## src/rtl/button_conditioner.sv

```systemverilog
// button_conditioner: synchronise, debounce and convert the up/down buttons into step pulses.
// Hold-to-repeat (HOLD/REPEAT timing) is built only when BUTTON_AUTOREPEAT_EN is defined.
module button_conditioner #(
    parameter bit ACTIVE_LOW          = 1'b1,
    parameter int DEBOUNCE_CYCLES     = 270000,
    parameter int REPEAT_DELAY_CYCLES = 13500000,
    parameter int REPEAT_RATE_CYCLES  = 2700000
) (
    input  logic clk,
    input  logic rst,
    input  logic up_raw,
    input  logic down_raw,
    output logic up_pulse,
    output logic down_pulse,
    output logic up_level,
    output logic down_level
);

    if (DEBOUNCE_CYCLES < 2 || REPEAT_DELAY_CYCLES < 1 || REPEAT_RATE_CYCLES < 1) begin : g_bad_params
        $error("button_conditioner: illegal cycle-count parameters");
    end

    localparam int                DB_W     = $clog2(DEBOUNCE_CYCLES);
    localparam logic [DB_W-1:0]   DB_LAST  = DB_W'(DEBOUNCE_CYCLES - 1);
    localparam logic              RELEASED = ACTIVE_LOW;

    // Channel 0 is up, channel 1 is down throughout.
    logic [1:0]      raw;
    logic [1:0]      sync1;
    logic [1:0]      sync2;
    logic [1:0]      pressed;
    logic [1:0]      level;
    logic [1:0]      level_d;
    logic [1:0]      flip;
    logic [1:0]      pulse;
    logic [1:0]      pulse_n;
    logic [DB_W-1:0] db_cnt [2];
    logic            lock;

    assign raw = {down_raw, up_raw};

    always_ff @(posedge clk) begin
        // NOTE: sequential state uses non-blocking assignments so every flop samples pre-edge values.
        if (rst) begin
            sync1 <= {2{RELEASED}};
            sync2 <= {2{RELEASED}};
        end else begin
            sync1 <= raw;
            sync2 <= sync1;
        end
    end

    assign pressed = ACTIVE_LOW ? ~sync2 : sync2;

    always_comb begin
        for (int i = 0; i < 2; i++) begin
            flip[i]    = (pressed[i] != level[i]) && (db_cnt[i] == DB_LAST);
            level_d[i] = level[i] ^ flip[i];
        end
    end

    always_ff @(posedge clk) begin
        if (rst) begin
            level <= 2'b00;
            for (int i = 0; i < 2; i++) db_cnt[i] <= '0;
        end else begin
            level <= level_d;
            for (int i = 0; i < 2; i++) begin
                if (pressed[i] == level[i] || flip[i]) db_cnt[i] <= '0;
                else                                   db_cnt[i] <= db_cnt[i] + 1'b1;
            end
        end
    end

    // Lock covers both the edge where the second press lands and the edge where one releases.
    assign lock = (level[0] & level[1]) | (level_d[0] & level_d[1]);

`ifdef BUTTON_AUTOREPEAT_EN
    typedef enum logic [1:0] {IDLE, HOLD, REPEAT} state_t;

    localparam int RP_MAX = (REPEAT_DELAY_CYCLES > REPEAT_RATE_CYCLES) ?
                            REPEAT_DELAY_CYCLES : REPEAT_RATE_CYCLES;
    localparam int              RP_W       = (RP_MAX < 2) ? 1 : $clog2(RP_MAX);
    localparam logic [RP_W-1:0] DELAY_LAST = RP_W'(REPEAT_DELAY_CYCLES - 1);
    localparam logic [RP_W-1:0] RATE_LAST  = RP_W'(REPEAT_RATE_CYCLES - 1);

    state_t          state   [2];
    state_t          state_n [2];
    logic [RP_W-1:0] rp_cnt  [2];
    logic [RP_W-1:0] rp_cnt_n[2];

    always_ff @(posedge clk) begin
        if (rst) begin
            pulse <= 2'b00;
            for (int i = 0; i < 2; i++) begin
                state[i]  <= IDLE;
                rp_cnt[i] <= '0;
            end
        end else begin
            pulse <= pulse_n;
            for (int i = 0; i < 2; i++) begin
                state[i]  <= state_n[i];
                rp_cnt[i] <= rp_cnt_n[i];
            end
        end
    end

    always_comb begin
        for (int i = 0; i < 2; i++) begin
            // NOTE: defaults first so no path through this block leaves a latch behind.
            state_n[i]  = state[i];
            rp_cnt_n[i] = rp_cnt[i];
            if (!level_d[i]) begin
                state_n[i]  = IDLE;
                rp_cnt_n[i] = '0;
            end else if (lock) begin
                state_n[i]  = HOLD;
                rp_cnt_n[i] = '0;
            end else begin
                unique case (state[i])
                    IDLE: begin
                        state_n[i]  = HOLD;
                        rp_cnt_n[i] = '0;
                    end
                    HOLD: begin
                        if (rp_cnt[i] == DELAY_LAST) begin
                            state_n[i]  = REPEAT;
                            rp_cnt_n[i] = '0;
                        end else begin
                            rp_cnt_n[i] = rp_cnt[i] + 1'b1;
                        end
                    end
                    REPEAT: begin
                        if (rp_cnt[i] == RATE_LAST) rp_cnt_n[i] = '0;
                        else                        rp_cnt_n[i] = rp_cnt[i] + 1'b1;
                    end
                    default: begin
                        state_n[i]  = IDLE;
                        rp_cnt_n[i] = '0;
                    end
                endcase
            end
        end
    end

    always_comb begin
        for (int i = 0; i < 2; i++) begin
            pulse_n[i] = 1'b0;
            if (level_d[i] && !lock) begin
                unique case (state[i])
                    IDLE:    pulse_n[i] = 1'b1;
                    HOLD:    pulse_n[i] = (rp_cnt[i] == DELAY_LAST);
                    REPEAT:  pulse_n[i] = (rp_cnt[i] == RATE_LAST);
                    default: pulse_n[i] = 1'b0;
                endcase
            end
        end
    end
`else
    typedef enum logic {IDLE, HOLD} state_t;

    state_t state  [2];
    state_t state_n[2];

    always_ff @(posedge clk) begin
        if (rst) begin
            pulse <= 2'b00;
            for (int i = 0; i < 2; i++) state[i] <= IDLE;
        end else begin
            pulse <= pulse_n;
            for (int i = 0; i < 2; i++) state[i] <= state_n[i];
        end
    end

    always_comb begin
        for (int i = 0; i < 2; i++) state_n[i] = level_d[i] ? HOLD : IDLE;
    end

    // A press that lands while locked goes straight to HOLD, so it never fires later.
    always_comb begin
        for (int i = 0; i < 2; i++)
            pulse_n[i] = (state[i] == IDLE) && level_d[i] && !lock;
    end
`endif

    assign up_pulse   = pulse[0];
    assign down_pulse = pulse[1];
    assign up_level   = level[0];
    assign down_level = level[1];

endmodule

```

## config.mk

```make
export PLATFORM = sky130hd
export DESIGN_NAME = button_conditioner
export DESIGN_NICKNAME = d
export VERILOG_FILES = /design/src/rtl/button_conditioner.sv
export SDC_FILE = /design/constraint.sdc
export NUM_CORES = 1
export LEC_CHECK = 0
export CAP_MARGIN = 0
export CORE_MARGIN = 10
export CORE_UTILIZATION = 50
export CTS_CLUSTER_DIAMETER = 40
export DETAILED_ROUTE_END_ITERATION = 16
export GPL_ROUTABILITY_DRIVEN = 1
export PLACE_DENSITY_LB_ADDON = 0.25
export SYNTH_ARGS = -nofsm -noshare
export SYNTH_HDL_FRONTEND = slang
export SYNTH_SLANG_ARGS = --single-unit
```

## constraint.sdc

```tcl
create_clock -name clk -period 2.15 [get_ports clk]
set_input_delay 0.3225 -clock clk [delete_from_list [all_inputs] [get_ports clk]]
set_output_delay 0.3225 -clock clk [all_outputs]
set_load 0.01 [all_outputs]
```

# After elaboration in Yosys (flattened, before gate mapping)
# Memories as Yosys holds them, arrays and structs flattened.
# Cells that the tools add are included.
# op_classes
add_sub_neg,2
n_reduce_logical,9
shift,0
n_div,0
n_eq_ne,6
multipliers,0
n_lt_le_gt_ge,0
muxes,23
bitwise_logic,14
# op_table
cell,n
$mux W19,4
$add A19 B1 Y19 const B,2
$eq A19 B19 Y1 const B,2
$mux W1,19
$or A1 B1 Y1,7
$logic_and A1 B1 Y1,6
$and A1 B1 Y1,2
$eq A1 B1 Y1,2
$logic_or A1 B1 Y1,2
$ne A1 B1 Y1,2
$not A1 Y1,2
$not A2 Y2,1
$xor A1 B1 Y1,2
$logic_not A1 Y1,1
# word_totals
mem_bits_ro,0
out_inout_bits,4
latch_bits,0
word_cells,60
ramBits,40
memories,2
ff_bits,8
inputBits,4
# mem_list
name,words,word_bits,rd,rd_ports_with_merged_regs,write_ports,line_no,source
db_cnt,2,19,2,0,2,37,logic [DB_W-1:0] db_cnt [2];
state,2,1,2,0,2,162,state_t state [2];

# Depth between registers and ports, before layout
# Gate-level depths: netlist (run 1).
# logic_depth
depth_word,9
depth_mapped,6
ltp_nobuf,5

# Worst setup path before layout (run 1)
# No wires, ideal clock.
# synth_timing
kind,flip-flop to flip-flop
start,mem db_cnt[0][0] in the netlist's numbering
end,mem db_cnt[0][16] in the netlist's numbering (data pin)
setup_ps,146
arrival_time_ps,1683
slack_ps,321
synth_period_minus_slack_ps,1829
stages_incl_launch_ff,6
path_buffers,0
required_time_ps,2004
path_cell_list,edfxtp_1 ha_1 nand4_2 or4_4 or3_1 a21oi_1
# synth_rtl
element,line_no
from (decl),37

==> key figures, run 1 <==
Status
  – Status: finished, final reports clean

Critical path
  – Largest delay share family, worst path: simple AND/OR/NAND/NOR gates
  – Crit-path max FO: 5
  – Critical Path AT: 2160 ps
  – Worst setup path class: reg2reg
  – CP required: roughly 2300 ps
  – Critical Path Source Type: register
  – Worst setup EP type: register
  – Slowest-stage cell, CP: or4_4
  – CP Cell Sequence: ha_1 -> nand4_2 -> or4_4 -> or3_1 -> a21oi_1
  – CP bufs+invs: 0
  – Crit-path max cell delay: around 570 ps

GRT
  – GRT Resource Usage Total: about 11%
  – First-pass GRT wire length: between 6000 and 7000 um
  – Number of global-route vias before repair: around 1500
  – Initial antenna violation count: 0
  – Total grt overflow: 0
  – Largest net degree at the start of global routing: 19

Clock network
  – Total clock buffers created by CTS: 5
  – Clk root buf: clkbuf_8
  – H-tree Lvls: 2
  – Post_cts resized: 0
  – Postcts setup bufs: 0
  – Hold bufs inserted after CTS: 0
  – Clock Latency Late Sink: around 300 ps
  – CTS tree: yes
  – CTS Sinks: 46
  – Clk slew on worst S/H paths: about 90 ps
  – Clk buf depth: 2

Synth
  – Register area share after synthesis: between 50 and 60%
  – Synth top area cells: edfxtp_1 (48%), xnor2_1 (8.4%), nor2_1 (7.1%)
  – Top FF cell, synth: edfxtp_1
  – Number of flops mapped to enable cells by yosys: 38
  – Share of the synthesized area in the top cell type: between 40% and 50%
  – Mapped cell area: 2390 sq um
  – Avg Cell Area, Syn: approximately 10 sq um
  – Synth warn: 0
  – Synth cell types: 39
  – #FFs+latches synth: 46
  – Mapped Cells: approximately 230
  – Cell taking the most area after synthesis: edfxtp_1
  – Asr flop ratio synth: 0%

Routing
  – Vias post-DR: 1739
  – Drt first-iter violations: 87
  – DR pass1 iterations: 4
  – Final ANT Viol Nets: 0
  – Final WL: ~4100 um
  – Drt via density: a little over 5
  – DRC: 0
  – WL/cell: around 12 um

STA
  – RSZ-0062 raised after global routing: no
  – Setup Skew: 15.1 ps
  – Hold Vio Cnt, Final: 0
  – Final setup vio count: 0
  – Setup tns final: 0 ps
  – Period utilization: 92.9%
  – Max-slew violations: 0
  – Max Fclk: ~500 MHz
  – Min cycle time layout: around 2000 ps

Placed design
  – PortBufs: 7
  – DP Area: about 2700 sq um
  – Post-DP HPWL: approximately 3000 um
  – Routability cong.: 0.808

Floorplanning
  – Die Span X: 89.2 um
  – I/O Pins: 8
  – Core ar.: 4690 sq um
  – Die area: slightly below 8000 sq um
  – Die height: 89.2 um
  – Starting Density: around half
  – FP Rows: 25

Power
  – Leakage power: slightly below 1 nW
  – Worst IR Drop VDD: 0.000315 V
  – Cell Pwr Density: about 610 nW/um^2

Job
  – Max cap viols: 0

Min path
  – Tightest Hold Check Type: reg2reg

Final layout
  – Layout cells sized above 1: under 10%
  – Fillers: approximately 430
  – Area grow syn2layout: 17.0%
  – Nets: 288
  – ANT cells: 0
  – Final Cell Area: 2800 sq um
## metal layers
| metal | wire [um] | part of all wire [%] | GRT usage [%] | vias to the layer above |
|---|---|---|---|---|
| met5 | 0 | 0 | 0 | - |
| met2 | 1880 | 46 | 17.6 | 24 |
| met3 | 153 | 3.7 | 3.10 | 5 |
| met1 | 1990 | 48 | 14.2 | 807 |
| li1 | - | - | - | 903 |
| met4 | 80 | 2.0 | 5.64 | 0 |
## Yosys cell counts (2+ instances only)
library cell  number
nand2_1            8
nand4_1            9
ha_1               2
nor2_1            45
or2_2              5
dfxtp_1            8
clkbuf_1           2
inv_1              9
a21oi_1            4
o21ai_0            4
xnor2_1           23
nor3_1            10
edfxtp_1          38
xor2_1             7
or3_1              3
nand3_1           15
and3_1             3
nor4_1            13
## final timing paths
path	cells after the start	end	start	slack, ps
worst min register to register	1	sync2[0]	sync1[0]	410
worst min-delay path	1	sync2[0]	sync1[0]	410
worst max register to register	5	db_cnt[0][16]	db_cnt[0][0]	150
worst max-delay path	5	db_cnt[0][16]	db_cnt[0][0]	150
## metrics by stage
step                      utilization [%]  setup slack [ps]  hold WS (ps)  total power [W]  cells
after global placement               57.4               259           392          0.00113    329
after detailed placement             57.4               174           394          0.00114    329
after CTS                            59.7               138           415          0.00173    337
after floorplan                         -               321           389          0.00111    266
after global routing                 59.7              31.1           434          0.00179    337
final                                59.7               152           415          0.00171    337
## layout by cell type (no fill, tap or decap), drive strengths merged, types with 7 or more instances in the layout
| cell type | count |
|---|---|
| conb | 38 |
| nand3 | 15 |
| xor2 | 7 |
| nor3 | 10 |
| dfxtp | 8 |
| nor4 | 13 |
| clkbuf | 7 |
| clkdlybuf4s50 | 7 |
| nand2 | 8 |
| edfxtp | 38 |
| xnor2 | 23 |
| nor2 | 45 |
| inv | 9 |
| nand4 | 11 |
## final cells by class
cell class                 instances  area, sq um  share of cell area, %
inverter                           9         33.8                   1.21
clock buffer                       7         96.3                   3.44
clock inverter                     1         8.76                  0.313
timing repair buffer              12          108                   3.84
sequential                        46         1300                   46.5
multi-input combinational        208         1180                   42.3
tap                               54         67.6                   2.41
## logic make-up after synthesis
group / count (synthesis) / share of synthesized area [%]
AOI/OAI and AO/OA: 17 / 4.86
xor gates and xnor gates: 30 / 11.0
adders and majority gates: 2 / 1.05
buffers and inverters: 12 / 1.93
DFF: 46 / 54.4
muxes: 1 / 0.418
other: 1 / 0.157
and+or+nand+nor: 120 / 26.2
## power by group
group          internal, W  leakage (nW)  switching, W  total [W]
registers         0.000997         0.458     0.0000410    0.00104
clock network     0.000295        0.0544      0.000301   0.000596
logic            0.0000368         0.452     0.0000417  0.0000785
## state kept, by name, indices dropped and copies added (netlist names)
| register | flops |
|---|---|
| sync2 | 2 |
| db_cnt | 38 |
| sync1 | 2 |
| pulse | 2 |
| level | 2 |
Power figures use the tool's default switching activity.
==> run 2: changes to the inputs <==
ABC_AREA = 1   (was not set)
==> key figures, run 2 <==
Status
  – Status: finished, final reports clean

Floorplanning
  – Starting Density: 52.4% (+1.4 points)
  – Core ar.: 5200 sq um (+11%)
  – Die Span X: 93.9 um (+5.3%)
  – I/O Pins: 8 (unchanged)
  – Die height: 93.9 um (+5.3%)
  – Die area: 8810 sq um (+11%)
  – FP Rows: 26 (+4.0%)

Synth
  – Main combinational cell family by area after synthesis: simple AND/OR/NAND/NOR gates
  – Number of flops mapped to enable cells by yosys: 38 (unchanged)
  – Asr flop ratio synth: 0% (unchanged)
  – Top FF cell, synth: edfxtp_1
  – Register area share after synthesis: 47.7% (-6.7 points)
  – Mapped cell area: 2730 sq um (+14%)
  – Synth cell types: 28 (-28%)
  – Mapped Cells: 339 (+48%)
  – Mux contribution to synthesized area: 0% (-0.42 points)
  – Cell taking the most area after synthesis: edfxtp_1
  – Synth top area cells: edfxtp_1 (42%), nand2_1 (12%), nor2_1 (7.6%)
  – Most frequent cells after synthesis: nand2_1 (86), nor2_1 (55), inv_1 (40), edfxtp_1 (38), nand3_1 (25)
  – Avg Cell Area, Syn: 8.05 sq um (-23%)
  – Post-Synth XOR/XNOR Area: 3.53% (-7.5 points)
  – Post-Synth Simple-Gate Area: 36.2% (+10 points)
  – Post-Synth Adder-Cell Area: 0.917% (-0.13 points)
  – #FFs+latches synth: 46 (unchanged)
  – Synth warn: 0 (unchanged)
  – Share of the synthesized area in the top cell type: 41.8% (-5.9 points)
  – Synth Area in Compound Gates: 4.72% (-0.14 points)
  – Most common cell in the synthesized netlist: nand2_1

Power
  – Worst IR Drop VDD: 0.000386 V (+23%)
  – Leakage power: 1.24 nW (+29%)
  – Overall power: 0.00175 W (+2.3%)
  – Cell Pwr Density: 564 nW/um^2 (-7.8%)

STA
  – Min cycle time layout: 1800 ps (-202 ps)
  – Max Fclk: 557 MHz (+11%)
  – Period utilization: 83.5% (-9.4 points)
  – Hold_ws: 413 ps (-1.68 ps)
  – Hold Vio Cnt, Final: 0 (unchanged)
  – Final setup vio count: 0 (unchanged)
  – Max-slew violations: 0 (unchanged)
  – Setup tns final: 0 ps (unchanged)
  – Setup Skew: 12.2 ps (-2.95 ps)
  – RSZ-0062 raised after global routing: no

Routing
  – Final WL: 5240 um (+28%)
  – Final ANT Viol Nets: 0 (unchanged)
  – DRC: 0 (unchanged)
  – Vias post-DR: 2206 (+27%)
  – Drt first-iter violations: 215 (+150%)
  – Drt via density: 4.81 (-6.9%)
  – DR pass1 iterations: 4 (unchanged)
  – WL/cell: 11.4 um (-6.1%)

Clock network
  – Clock Latency Late Sink: 300 ps (about the same)
  – H-tree Lvls: 2 (unchanged)
  – Clk root buf: clkbuf_8
  – Post_cts resized: 0 (unchanged)
  – Postcts setup bufs: 0 (unchanged)
  – CTS Sinks: 46 (unchanged)
  – CTS tree: yes
  – Clk buf depth: 2 (unchanged)
  – Hold bufs inserted after CTS: 0 (unchanged)
  – Clk slew on worst S/H paths: 80 ps (about the same)
  – Total clock buffers created by CTS: 5 (unchanged)

Final layout
  – Commonest non-fill, non-tap cell in the layout: nand2_1
  – Largest register FFs: 38 (unchanged)
  – Layout cells sized above 1: 9.51% (+1.0 points)
  – Area grow syn2layout: 13.8%
  – ANT cells: 0 (unchanged)
  – Most frequent cells in the layout: nand2_1 (86), nor2_1 (55), inv_1 (40), edfxtp_1 (38), conb_1 (38)
  – Final Core Density: 59.6% (about the same)
  – Biggest register: db_cnt
  – Nets: 394 (+37%)
  – Final cell count without fillers: 459 (+36%)

Placed design
  – Routability cong.: 0.892 (+10%)
  – PortBufs: 7 (unchanged)
  – Placed cells: 451 (+37%)
  – Post-DP HPWL: 3960 um (+33%)

GRT
  – Number of global-route vias before repair: 2092 (+36%)
  – First-pass GRT wire length: 9230 um (+32%)
  – GRT Resource Usage Total: 12.8% (+1.4 points)
  – Initial antenna violation count: 0 (unchanged)
  – Largest net degree at the start of global routing: 20 (+1)
  – Total grt overflow: 0 (unchanged)

Critical path
  – CP required: 2200 ps (-110 ps)
  – Critical Path Source Type: register
  – Critical Path AT: 1850 ps (-310 ps)
  – Worst setup path class: reg2reg
  – Worst setup EP type: register
  – Crit-path max FO: 19 (+14)

Min path
  – Tightest Hold Check Type: reg2reg

Job
  – Max cap viols: 0 (unchanged)
==> run 2: changes by cell type in the layout (fill, tap and decap cells not counted), sizes merged, moves of 13 or more <==
cell   change
xnor2     -16
nand2     +80
nand3     +16
inv       +32
a21oi     +19
nor4      -13
nor2      +22
==> run 2: logic make-up (layout without fill, tap and decap cells) <==
family	Yosys count	after routing
AO/OA/AOI/OAI	25	25
flip-flops	46	46
XOR/XNOR	11	11
AND/OR/NAND/NOR	211	211
buffers and inverters	43	56
other	1	38
adder cells (fa/ha/maj)	2	2
==> run 2: final cells by class <==
cell class | count | area, sq um
inverters | 41 | 154
well taps | 70 | 87.6
clock buffers | 8 | 111
fillers | 480 | 2100
flip-flops and latches | 46 | 1300
repair buffers | 7 | 70.1
multi-input cells | 287 | 1380
==> run 2: path summary, 6_finish.rpt <==
check | start | endpoint | slack [ps] | cells after the start
max reg2reg | db_cnt[0][0] | db_cnt[0][12] | 350 | 6
max | db_cnt[0][0] | db_cnt[0][12] | 350 | 6
min | sync1[1] | sync2[1] | 410 | 1
min reg2reg | sync1[1] | sync2[1] | 410 | 1
==> run 2: through the flow <==
step	setup WS, ps	area (sq um)
2_1_floorplan	525	2870
3_3_place_gp	444	2990
3_5_place_dp	398	2990
4_1_cts	365	3100
5_1_grt	219	3100
6_report	354	3100
==> run 2: report_power, final <==
group	switching, W	total [W]	internal, W
sequential	0.0000380	0.00104	0.000997
combinational	0.0000602	0.0000925	0.0000323
clock	0.000292	0.000624	0.000332
==> run 2: metal layers <==
| layer | track usage [%] | vias up | share of wire, % |
|---|---|---|---|
| met1 | 17.4 | 991 | 51 |
| met4 | 5.44 | 0 | 1.2 |
| li1 | - | 1161 | - |
| met5 | 0 | - | 0 |
| met2 | 18.9 | 50 | 42 |
| met3 | 2.88 | 4 | 6.1 |
==> run 2: worst max-delay path: stages, from the launching register on <==
cell and delay, ps:
edfxtp_1 430, ha_1 340, nand3_2 170, nor2_4 160, nand3_2 130, nand2_4 230, nor2_1 80
